File: src/rtl/multi_clock_divider_pkg.sv
// -----------------------------------------------------------------------------
// div_pkg: shared types for the multi-channel programmable clock divider.
//   mode_t  - output style of a channel (50% toggle clock or 1-cycle tick)
//   state_t - per-channel run state
// The {div, mode} configuration record depends on the divisor width, so each
// channel declares it locally from its WIDTH parameter.
// -----------------------------------------------------------------------------
package div_pkg;

    typedef enum logic {
        MODE_TOGGLE = 1'b0,
        MODE_PULSE  = 1'b1
    } mode_t;

    typedef enum logic [1:0] {
        ST_IDLE,
        ST_RUN,
        ST_STOPPING
    } state_t;

    // Supported parameter ranges.
    localparam int unsigned NCH_MIN   = 1;
    localparam int unsigned NCH_MAX   = 16;
    localparam int unsigned WIDTH_MIN = 2;
    localparam int unsigned WIDTH_MAX = 32;

endpackage

File: src/rtl/multi_clock_divider_if.sv
// -----------------------------------------------------------------------------
// multi_clock_divider_if: control/config/output bundle of the divider.
//   en[NCH]       per-channel run request
//   sync          phase-align all channels
//   cfg_we[NCH]   per-channel config write strobe
//   cfg_div       divisor written on cfg_we (shared)
//   cfg_mode      mode written on cfg_we (0=TOGGLE, 1=PULSE)
//   out[NCH]      divided outputs
//   pending[NCH]  shadow config written but not yet applied
// master = controller side, slave = divider side.
// -----------------------------------------------------------------------------
interface multi_clock_divider_if #(
    parameter int unsigned NCH   = 2,
    parameter int unsigned WIDTH = 8
);
    logic [NCH-1:0]   en;
    logic             sync;
    logic [NCH-1:0]   cfg_we;
    logic [WIDTH-1:0] cfg_div;
    logic             cfg_mode;
    logic [NCH-1:0]   out;
    logic [NCH-1:0]   pending;

    modport master (
        output en, sync, cfg_we, cfg_div, cfg_mode,
        input  out, pending
    );

    modport slave (
        input  en, sync, cfg_we, cfg_div, cfg_mode,
        output out, pending
    );
endinterface

File: src/rtl/multi_clock_divider_channel.sv
// -----------------------------------------------------------------------------
// div_channel: one divider channel (shadow config, counter, run FSM, out reg).
//   clk, reset      clock / async active-high reset
//   en              run request
//   sync            clear counter and output, apply pending config
//   cfg_we          load {cfg_div, cfg_mode} into the shadow register
//   cfg_div         divisor
//   cfg_mode        0=TOGGLE, 1=PULSE
//   out             divided output (registered)
//   pending         shadow written but not yet active
// -----------------------------------------------------------------------------
module div_channel
    import div_pkg::*;
#(
    parameter int unsigned WIDTH     = 8,
    parameter int unsigned RESET_DIV = 0
) (
    input  logic             clk,
    input  logic             reset,
    input  logic             en,
    input  logic             sync,
    input  logic             cfg_we,
    input  logic [WIDTH-1:0] cfg_div,
    input  logic             cfg_mode,
    output logic             out,
    output logic             pending
);

    typedef struct packed {
        logic [WIDTH-1:0] div;
        mode_t            mode;
    } div_cfg_t;

    localparam div_cfg_t RESET_CFG = '{div: WIDTH'(RESET_DIV), mode: MODE_TOGGLE};

    state_t           state;
    logic [WIDTH-1:0] cnt;
    div_cfg_t         act;
    div_cfg_t         shadow;

    div_cfg_t         wr_cfg;
    div_cfg_t         next_cfg;
    logic             has_new;
    logic             wrap;
    logic             wrap_out;

    always_comb begin
        wr_cfg   = '{div: cfg_div, mode: mode_t'(cfg_mode)};
        // A write landing in the same cycle as a boundary wins over the shadow.
        next_cfg = cfg_we ? wr_cfg : shadow;
        has_new  = cfg_we | pending;
        wrap     = (cnt == act.div);
        // A mode switch restarts the output from 0 so no runt level survives.
        if (has_new && (next_cfg.mode != act.mode)) begin
            wrap_out = 1'b0;
        end else if (act.mode == MODE_TOGGLE) begin
            wrap_out = ~out;
        end else begin
            wrap_out = 1'b1;
        end
    end

    always_ff @(posedge clk or posedge reset) begin
        if (reset) begin
            state   <= ST_IDLE;
            cnt     <= '0;
            out     <= 1'b0;
            pending <= 1'b0;
            act     <= RESET_CFG;
            shadow  <= RESET_CFG;
        end else begin
            if (cfg_we) begin
                shadow <= wr_cfg;
            end

            if (sync) begin
                cnt     <= '0;
                out     <= 1'b0;
                pending <= 1'b0;
                if (has_new) begin
                    act <= next_cfg;
                end
            end else if (state == ST_IDLE) begin
                // Idle is always a boundary: last cycle's write is applied now.
                cnt     <= '0;
                out     <= 1'b0;
                pending <= cfg_we;
                if (pending) begin
                    act <= shadow;
                end
                if (en) begin
                    state <= ST_RUN;
                end
            end else begin
                if (wrap) begin
                    cnt     <= '0;
                    out     <= wrap_out;
                    pending <= 1'b0;
                    if (has_new) begin
                        act <= next_cfg;
                    end
                end else begin
                    cnt     <= cnt + 1'b1;
                    pending <= pending | cfg_we;
                    if (act.mode == MODE_PULSE) begin
                        out <= 1'b0;
                    end
                end

                // A high toggle half-period is always completed before
                // idling; if it ends this very cycle, go straight to idle.
                if (state == ST_RUN) begin
                    if (!en) begin
                        if (!out || (act.mode == MODE_PULSE) || wrap) begin
                            state <= ST_IDLE;
                            cnt   <= '0;
                            out   <= 1'b0;
                        end else begin
                            state <= ST_STOPPING;
                        end
                    end
                end else begin
                    if (en) begin
                        state <= ST_RUN;
                    end else if (wrap) begin
                        state <= ST_IDLE;
                        cnt   <= '0;
                        out   <= 1'b0;
                    end
                end
            end
        end
    end

endmodule

File: src/rtl/multi_clock_divider.sv
// -----------------------------------------------------------------------------
// multi_clock_divider: NCH independent programmable clock dividers.
//   clk     system clock (rising edge)
//   reset   asynchronous, active-high
//   bus     multi_clock_divider_if.slave: en, sync, cfg_we, cfg_div,
//           cfg_mode in; out, pending out
// Each channel outputs a 50% toggle clock or a 1-cycle tick; config changes
// are shadowed and take effect only at a period boundary.
// -----------------------------------------------------------------------------
module multi_clock_divider
    import div_pkg::*;
#(
    parameter int unsigned NCH       = 2,
    parameter int unsigned WIDTH     = 8,
    parameter int unsigned RESET_DIV = 0
) (
    input  logic                  clk,
    input  logic                  reset,
    multi_clock_divider_if.slave  bus
);

    logic [NCH-1:0] out_vec;
    logic [NCH-1:0] pending_vec;

    for (genvar i = 0; i < NCH; i++) begin : g_ch
        div_channel #(
            .WIDTH     (WIDTH),
            .RESET_DIV (RESET_DIV)
        ) u_ch (
            .clk      (clk),
            .reset    (reset),
            .en       (bus.en[i]),
            .sync     (bus.sync),
            .cfg_we   (bus.cfg_we[i]),
            .cfg_div  (bus.cfg_div),
            .cfg_mode (bus.cfg_mode),
            .out      (out_vec[i]),
            .pending  (pending_vec[i])
        );
    end

    assign bus.out     = out_vec;
    assign bus.pending = pending_vec;

endmodule

File: src/flat_wrapper.sv
// flat-port wrapper written by rule: the top's interface ports become plain ports
module multi_clock_divider_flat import div_pkg::*;
#(
    parameter int unsigned NCH       = 2,
    parameter int unsigned WIDTH     = 8,
    parameter int unsigned RESET_DIV = 0
)
  (clk, reset, bus_en, bus_sync, bus_cfg_we, bus_cfg_div, bus_cfg_mode, bus_out, bus_pending);
  multi_clock_divider_if #(.NCH(NCH), .WIDTH(WIDTH)) bus_i ();
  input  logic clk;
  input  logic reset;
  input wire logic [$bits(bus_i.en)-1:0] bus_en;
  input wire logic [$bits(bus_i.sync)-1:0] bus_sync;
  input wire logic [$bits(bus_i.cfg_we)-1:0] bus_cfg_we;
  input wire logic [$bits(bus_i.cfg_div)-1:0] bus_cfg_div;
  input wire logic [$bits(bus_i.cfg_mode)-1:0] bus_cfg_mode;
  output wire logic [$bits(bus_i.out)-1:0] bus_out;
  output wire logic [$bits(bus_i.pending)-1:0] bus_pending;
  assign bus_i.en = bus_en;
  assign bus_i.sync = bus_sync;
  assign bus_i.cfg_we = bus_cfg_we;
  assign bus_i.cfg_div = bus_cfg_div;
  assign bus_i.cfg_mode = bus_cfg_mode;
  assign bus_out = bus_i.out;
  assign bus_pending = bus_i.pending;
  multi_clock_divider #(.NCH(NCH), .WIDTH(WIDTH), .RESET_DIV(RESET_DIV)) u_core (.clk(clk), .reset(reset), .bus(bus_i));
endmodule
File: config.mk
export PLATFORM = sky130hd
export DESIGN_NAME = multi_clock_divider_flat
export DESIGN_NICKNAME = d
export VERILOG_FILES = /design/src/rtl/multi_clock_divider_pkg.sv /design/src/rtl/multi_clock_divider_if.sv /design/src/rtl/multi_clock_divider_channel.sv /design/src/rtl/multi_clock_divider.sv /design/src/flat_wrapper.sv
export SDC_FILE = /design/constraint.sdc
export NUM_CORES = 1
export LEC_CHECK = 0
export ABC_AREA = 1
export BUFFER_PORTS_ARGS = -buffer_cell sky130_fd_sc_hd__buf_4
export CORE_UTILIZATION = 54
export CTS_BUF_LIST = sky130_fd_sc_hd__clkbuf_2
export DETAILED_ROUTE_END_ITERATION = 10
export PLACE_DENSITY = 0.72
export SLEW_MARGIN = 20
export SYNTH_ARGS = -nofsm -noshare
export SYNTH_HDL_FRONTEND = slang
export SYNTH_HIERARCHICAL = 1
export SYNTH_SLANG_ARGS = --single-unit
File: constraint.sdc
create_clock -name clk -period 1.7 [get_ports clk]
set_input_delay 0.17 -clock clk [delete_from_list [all_inputs] [get_ports clk]]
set_output_delay 0.17 -clock clk [all_outputs]
set_load 0.01 [all_outputs]
==> reports/qor.csv, run 1 <==
metric,value,unit
status,finished clean,
syn avg cell area,8.11,um^2
fraction of registers with async set/reset,1.00,
"FF+latch count, synth",60,
leading area contributor after synthesis,dfrtp_1,
initial detailed-routing violation count,150,
worst vdd ir,0.706,mV
layout net count,469,
initial core utilization,0.561,
# DRC,0,
WL per Instance,12.4,um
register clock-pin slew on the reported worst setup and hold paths,0.18,ns
CTS Sinks,60,
post-cts sizing count,0,
CP startpoint kind,flip-flop,
# hold bufs at CTS,14,
post-route minimum period,1.50,ns
critical path required time,2.09,ns
initial antenna violation count,0,
row cnt,28,
first-pass GRT wire length,11.2,mm
power per cell area,1220,nW/um^2
Cells after Synth,412,
Final Max Slew Viols,0,
CTS tree,yes,
Worst slew margin,0.730,
"Primary FF master, synth",dfrtp_1,
H-tree Lvls,3,
Ant. Diodes,0,
number of global-route vias before repair,2579,
worst-path fanout max,18,
Worst Max-Slew Pin Slew,0.405,ns
total gr overflow,0,
Post-CTS Setup Bufs,0,
Hold Fails Final Rpt,0,
synthesized cell area,3340,um^2
synthesis-to-layout area growth,15.2,%
via/cell ratio,5.20,
largest net degree at the start of global routing,31,
LEAKAGE,1.84,nW
CTS root buf,clkbuf_2,
Syn. warnings,6,
layout cell share with drive strength beyond 1,0.184,
PortBufs,19,
total power,0.00471,W
Die Span X,80.6,um
final setup fails,0,
final core occ,0.646,
syn nets,430,
Post-synth EDFFs,0,
final WL,6.57,mm
most common cell in the synthesized netlist,nand2_1,
Die Ht,80.6,um
post-synthesis sequential area ratio,0.450,
DIE AREA,6500,um^2
setup TNS,0,ns
Netlist cell types,30,
Tightest Hold Check Type,in -> reg,
Initial DRT Pass Iterations,4,
GR Util All Layers,0.229,
top post-synthesis cells by count,"nand2_1, dfrtp_1, inv_1",
Final GP Congestion,0.844,
share of the synthesized area in the top cell type,0.450,
number of CTS-inserted buffers,9,
Core Footprint,5960,um^2
CP Capture Type,flip-flop,
unrepaired setup endpoints after global routing,false,
synth top area cells,"dfrtp_1, nand2_1, inv_1, nor2_1, o21ai_2",
DP Wirelength,4.61,mm
Post-Route Skew,0.0132,ns
maxcap violations,0,
Critical Path AT,1.89,ns
post-route ant nets,0,
number of I/O pins,20,
worst skew pair latency,0.48,ns
Vias,2760,
clock buffer depth,2,
fmax,0.666,GHz
final worst-path cycle share,0.883,
Setup CP Type,reg -> reg,
-- state kept, by name, summed over array words and instances (netlist names) --
| register | cells |
|---|---|
| u_core/g_ch.u_ch/act | 18 |
| u_core/g_ch.u_ch/shadow | 18 |
| u_core/g_ch.u_ch/cnt | 16 |
| u_core/g_ch.u_ch/state | 4 |
| u_core/g_ch.u_ch/out | 2 |
| u_core/g_ch.u_ch/pending | 2 |
-- logic make-up (layout without fill, tap and decap cells) --
kind of cell,Yosys count,in the layout,synth area share
AOI/OAI and AO/OA,71,71,0.144
adders and majority gates,2,2,0.00749
and+or+nand+nor,194,194,0.261
DFF,60,60,0.450
buffers and inverters,63,107,0.0798
xor gates and xnor gates,22,22,0.0577
-- area by class of cell --
| type | instances | area [um^2] |
|---|---|---|
| fill | 541 | 2110 |
| multi-input combinational | 289 | 1570 |
| sequential | 60 | 1500 |
| timing repair buffer | 38 | 320 |
| inverter | 53 | 199 |
| clock inverter | 7 | 115 |
| tap | 75 | 93.8 |
| clock buffer | 9 | 45.0 |
-- metrics by stage --
| stage | hold slack (ns) | area (um^2) | cells | setup slack (ns) |
|---|---|---|---|---|
| floorplan | 0.261 | 3340 | 412 | 0.343 |
| global placement | 0.283 | 3550 | 501 | 0.253 |
| detailed placement | 0.290 | 3550 | 501 | 0.232 |
| CTS | 0.0163 | 3850 | 531 | 0.175 |
| global route | 0.0492 | 3850 | 531 | 0.0411 |
| finish | 0.0555 | 3850 | 531 | 0.199 |
-- placed cells by master, fill, tap and decap left out, types with 3 or more instances in the layout --
cell,count
nand2_1,102
dfrtp_1,60
inv_1,46
nor2_1,43
buf_4,24
o21ai_2,18
nand3_1,17
xnor2_1,16
o21ai_0,15
o22ai_1,15
dlygate4sd3_1,14
o21ai_1,13
clkbuf_2,9
inv_2,7
or2_1,7
nand2_4,6
or2_0,6
xor2_1,6
nand2_2,5
nor2_2,4
bufinv_16,3
-- layer usage --
layer	track usage	share of wire
met1	0.315	0.50
met2	0.353	0.46
met3	0.0341	0.031
met4	0.105	0.010
met5	0	0
-- worst max-delay path: stages, from the launching register on --
cell and delay, ns:
dfrtp_1 0.46, xnor2_1 0.20, nand2_1 0.09, nor2_2 0.16, nand2_4 0.10, nand2_4 0.07
nand2_4 0.14, nand2_1 0.13, o21ai_2 0.06
-- where the power goes --
group	internal (W)	switching, W	total [W]
Clock	0.000628	0.000555	0.00118
Sequential	0.00172	0.000278	0.00199
Combinational	0.000614	0.000918	0.00153
-- path summary, 6_finish.rpt --
check / from / endpoint / slack (ns) / cells after the start
worst max register to register: u_core/g_ch[0].u_ch/cnt[3] / u_core/g_ch[0].u_ch/act[6] / 0.20 / 8
worst max-delay path: u_core/g_ch[0].u_ch/cnt[3] / u_core/g_ch[0].u_ch/act[6] / 0.20 / 8
min in group asynchronous: reset / u_core/g_ch[1].u_ch/cnt[2] / 0.30 / 4
worst min register to register: u_core/g_ch[0].u_ch/cnt[0] / u_core/g_ch[0].u_ch/cnt[0] / 0.50 / 1
max in group asynchronous: reset / u_core/g_ch[0].u_ch/act[2] / 1.09 / 4
worst min-delay path: bus_en[1] / u_core/g_ch[1].u_ch/state[1] / 0.06 / 5
No activity file was read; power rests on OpenSTA's default activity.
==> run 2: changes to the inputs <==
--- a/config.mk
+++ b/config.mk
@@ -7,6 +7,7 @@
 export LEC_CHECK = 0
 export ABC_AREA = 1
 export BUFFER_PORTS_ARGS = -buffer_cell sky130_fd_sc_hd__buf_4
+export CORE_ASPECT_RATIO = 0.7
 export CORE_UTILIZATION = 54
 export CTS_BUF_LIST = sky130_fd_sc_hd__clkbuf_2
 export DETAILED_ROUTE_END_ITERATION = 10
==> run 2 against run 1 <==
Setup slack worse by 0.075 ns. Register-to-register slack is essentially flat. Clock-buffer cell count did not move. Global-route usage rose by 1.3 points. Sequential power is essentially flat. Routed wire length grew 0.41%. Hold slack worse by 0.0040 ns. Critical path depth up 1. Flip-flop and latch count unchanged.
==> reports/qor.csv, run 2 (synthesis gave the netlist of run 1 again) <==
metric,value,unit
number of CTS-inserted buffers,9,
critical path required time,2.07,ns
power per cell area,1110,nW/um^2
Initial DRT Pass Iterations,4,
final setup fails,0,
CP startpoint kind,primary input,
Worst Max-Slew Pin Slew,0.388,ns
layout cell share with drive strength beyond 1,0.171,
Ant. Diodes,0,
CP Capture Type,flip-flop,
Regs by FF count,"u_core/g_ch.u_ch/act x18, u_core/g_ch.u_ch/shadow x18, u_core/g_ch.u_ch/cnt x16",
Internal,0.00249,W
final core occ,0.644,
Logic pwr share,0.366,
worst-path fanout max,10,
# placed instances,500,
Worst slew margin,0.741,
Hold Fails Final Rpt,0,
first-pass GRT wire length,11.7,mm
Final GP Congestion,0.890,
status,finished clean,
clock group share of total power,0.155,
fraction of power spent switching nets,0.402,
Post-CTS Setup Bufs,0,
layout net count,470,
initial antenna violation count,0,
PortBufs,19,
unrepaired setup endpoints after global routing,false,
maxcap violations,0,
post-route minimum period,1.58,ns
initial core utilization,0.572,
DIE AREA,6510,um^2
"most common cell after layout, fill and taps aside",nand2_1,
initial detailed-routing violation count,133,
largest net degree at the start of global routing,31,
Die Ht,67.8,um
worst skew pair latency,0.49,ns
register clock-pin slew on the reported worst setup and hold paths,0.16,ns
DP Wirelength,4.77,mm
row cnt,23,
fmax,0.635,GHz
worst vdd ir,0.590,mV
post-route ant nets,0,
fillers,520,
total gr overflow,0,
setup TNS,0,ns
number of global-route vias before repair,2641,
Switch Pwr,0.00168,W
Die Span X,96.0,um
clock buffer depth,2,
LEAKAGE,1.80,nW
number of I/O pins,20,
synthesis-to-layout area growth,12.7,%
most frequent cells in the layout,"nand2_1, dfrtp_1, inv_1",
Setup CP Type,in -> reg,
Critical Path AT,1.94,ns
WL per Instance,12.5,um
final worst-path cycle share,0.927,
Tightest Hold Check Type,in -> reg,
H-tree Lvls,3,
fin cells,530,
Core Footprint,5840,um^2
final WL,6.60,mm
Sequential Power Share,0.479,
Final Max Slew Viols,0,
CTS Sinks,60,
Post-Route Skew,0.0218,ns
CTS root buf,clkbuf_2,
via/cell ratio,5.14,
GR Util All Layers,0.242,
# DRC,0,
CTS tree,yes,
Vias,2724,
[run 2: per-stage QoR]
step	worst slack (ns)	area [um^2]	hold slack (ns)	power, W
floorplan	0.343	3340	0.261	0.00323
global placement	0.281	3540	0.283	0.00346
detailed placement	0.228	3540	0.290	0.00351
CTS	0.196	3760	0.00604	0.00420
global route	0.0493	3760	0.0305	0.00453
finish	0.124	3760	0.0516	0.00416
[run 2: critical path, cell delays in order]
cell and delay (ns):
dlygate4sd3_1 0.54, buf_4 0.18, nand2_1 0.06, dlygate4sd3_1 0.54, nand2_1 0.10, inv_2 0.07
nor2_1 0.04, o22ai_1 0.16, o21ai_2 0.08
[run 2: repair_timing]
action	in CTS	in global routing
gates resized for setup	0	0
endpoints found under the hold margin	81	0
hold buffers	16	0
[run 2: metal layers]
metal / GRT usage / routed length (um) / vias to the layer above
met5: 0 / 0 / -
met4: 0.0914 / 77 / 0
met1: 0.348 / 3540 / 1268
met3: 0.0687 / 290 / 8
li1: - / - / 1381
met2: 0.344 / 2690 / 67
[run 2: path summary, 6_finish.rpt]
| kind | start | endpoint | slack (ns) | cells after the start |
|---|---|---|---|---|
| min in group asynchronous | reset | u_core/g_ch[1].u_ch/pending | 0.30 | 4 |
| min | bus_en[1] | u_core/g_ch[1].u_ch/state[1] | 0.05 | 5 |
| max | bus_cfg_we[0] | u_core/g_ch[0].u_ch/act[0] | 0.12 | 9 |
| min reg2reg | u_core/g_ch[0].u_ch/cnt[0] | u_core/g_ch[0].u_ch/cnt[0] | 0.50 | 1 |
| max reg2reg | u_core/g_ch[0].u_ch/cnt[3] | u_core/g_ch[0].u_ch/act[1] | 0.21 | 8 |
| max in group asynchronous | reset | u_core/g_ch[0].u_ch/shadow[2] | 1.09 | 4 |
[run 2: cell type report]
class	instances	area, um^2	share of cell area
Tap cell	75	93.8	0.0249
Sequential cell	60	1500	0.399
Multi-Input combinational cell	289	1570	0.417
Clock inverter	5	21.3	0.00565
Clock buffer	9	45.0	0.0120
Inverter	53	199	0.0528
Timing Repair Buffer	39	333	0.0884
[run 2: power by group through the flow]
| stage | logic (W) | registers [W] | clock network, W |
|---|---|---|---|
| global route | 0.00176 | 0.00204 | 0.000734 |
| detailed placement | 0.00150 | 0.00201 | 0 |
| finish | 0.00152 | 0.00199 | 0.000646 |
| global placement | 0.00145 | 0.00201 | 0 |
| floorplan | 0.00127 | 0.00195 | 0 |
| CTS | 0.00153 | 0.00199 | 0.000684 |
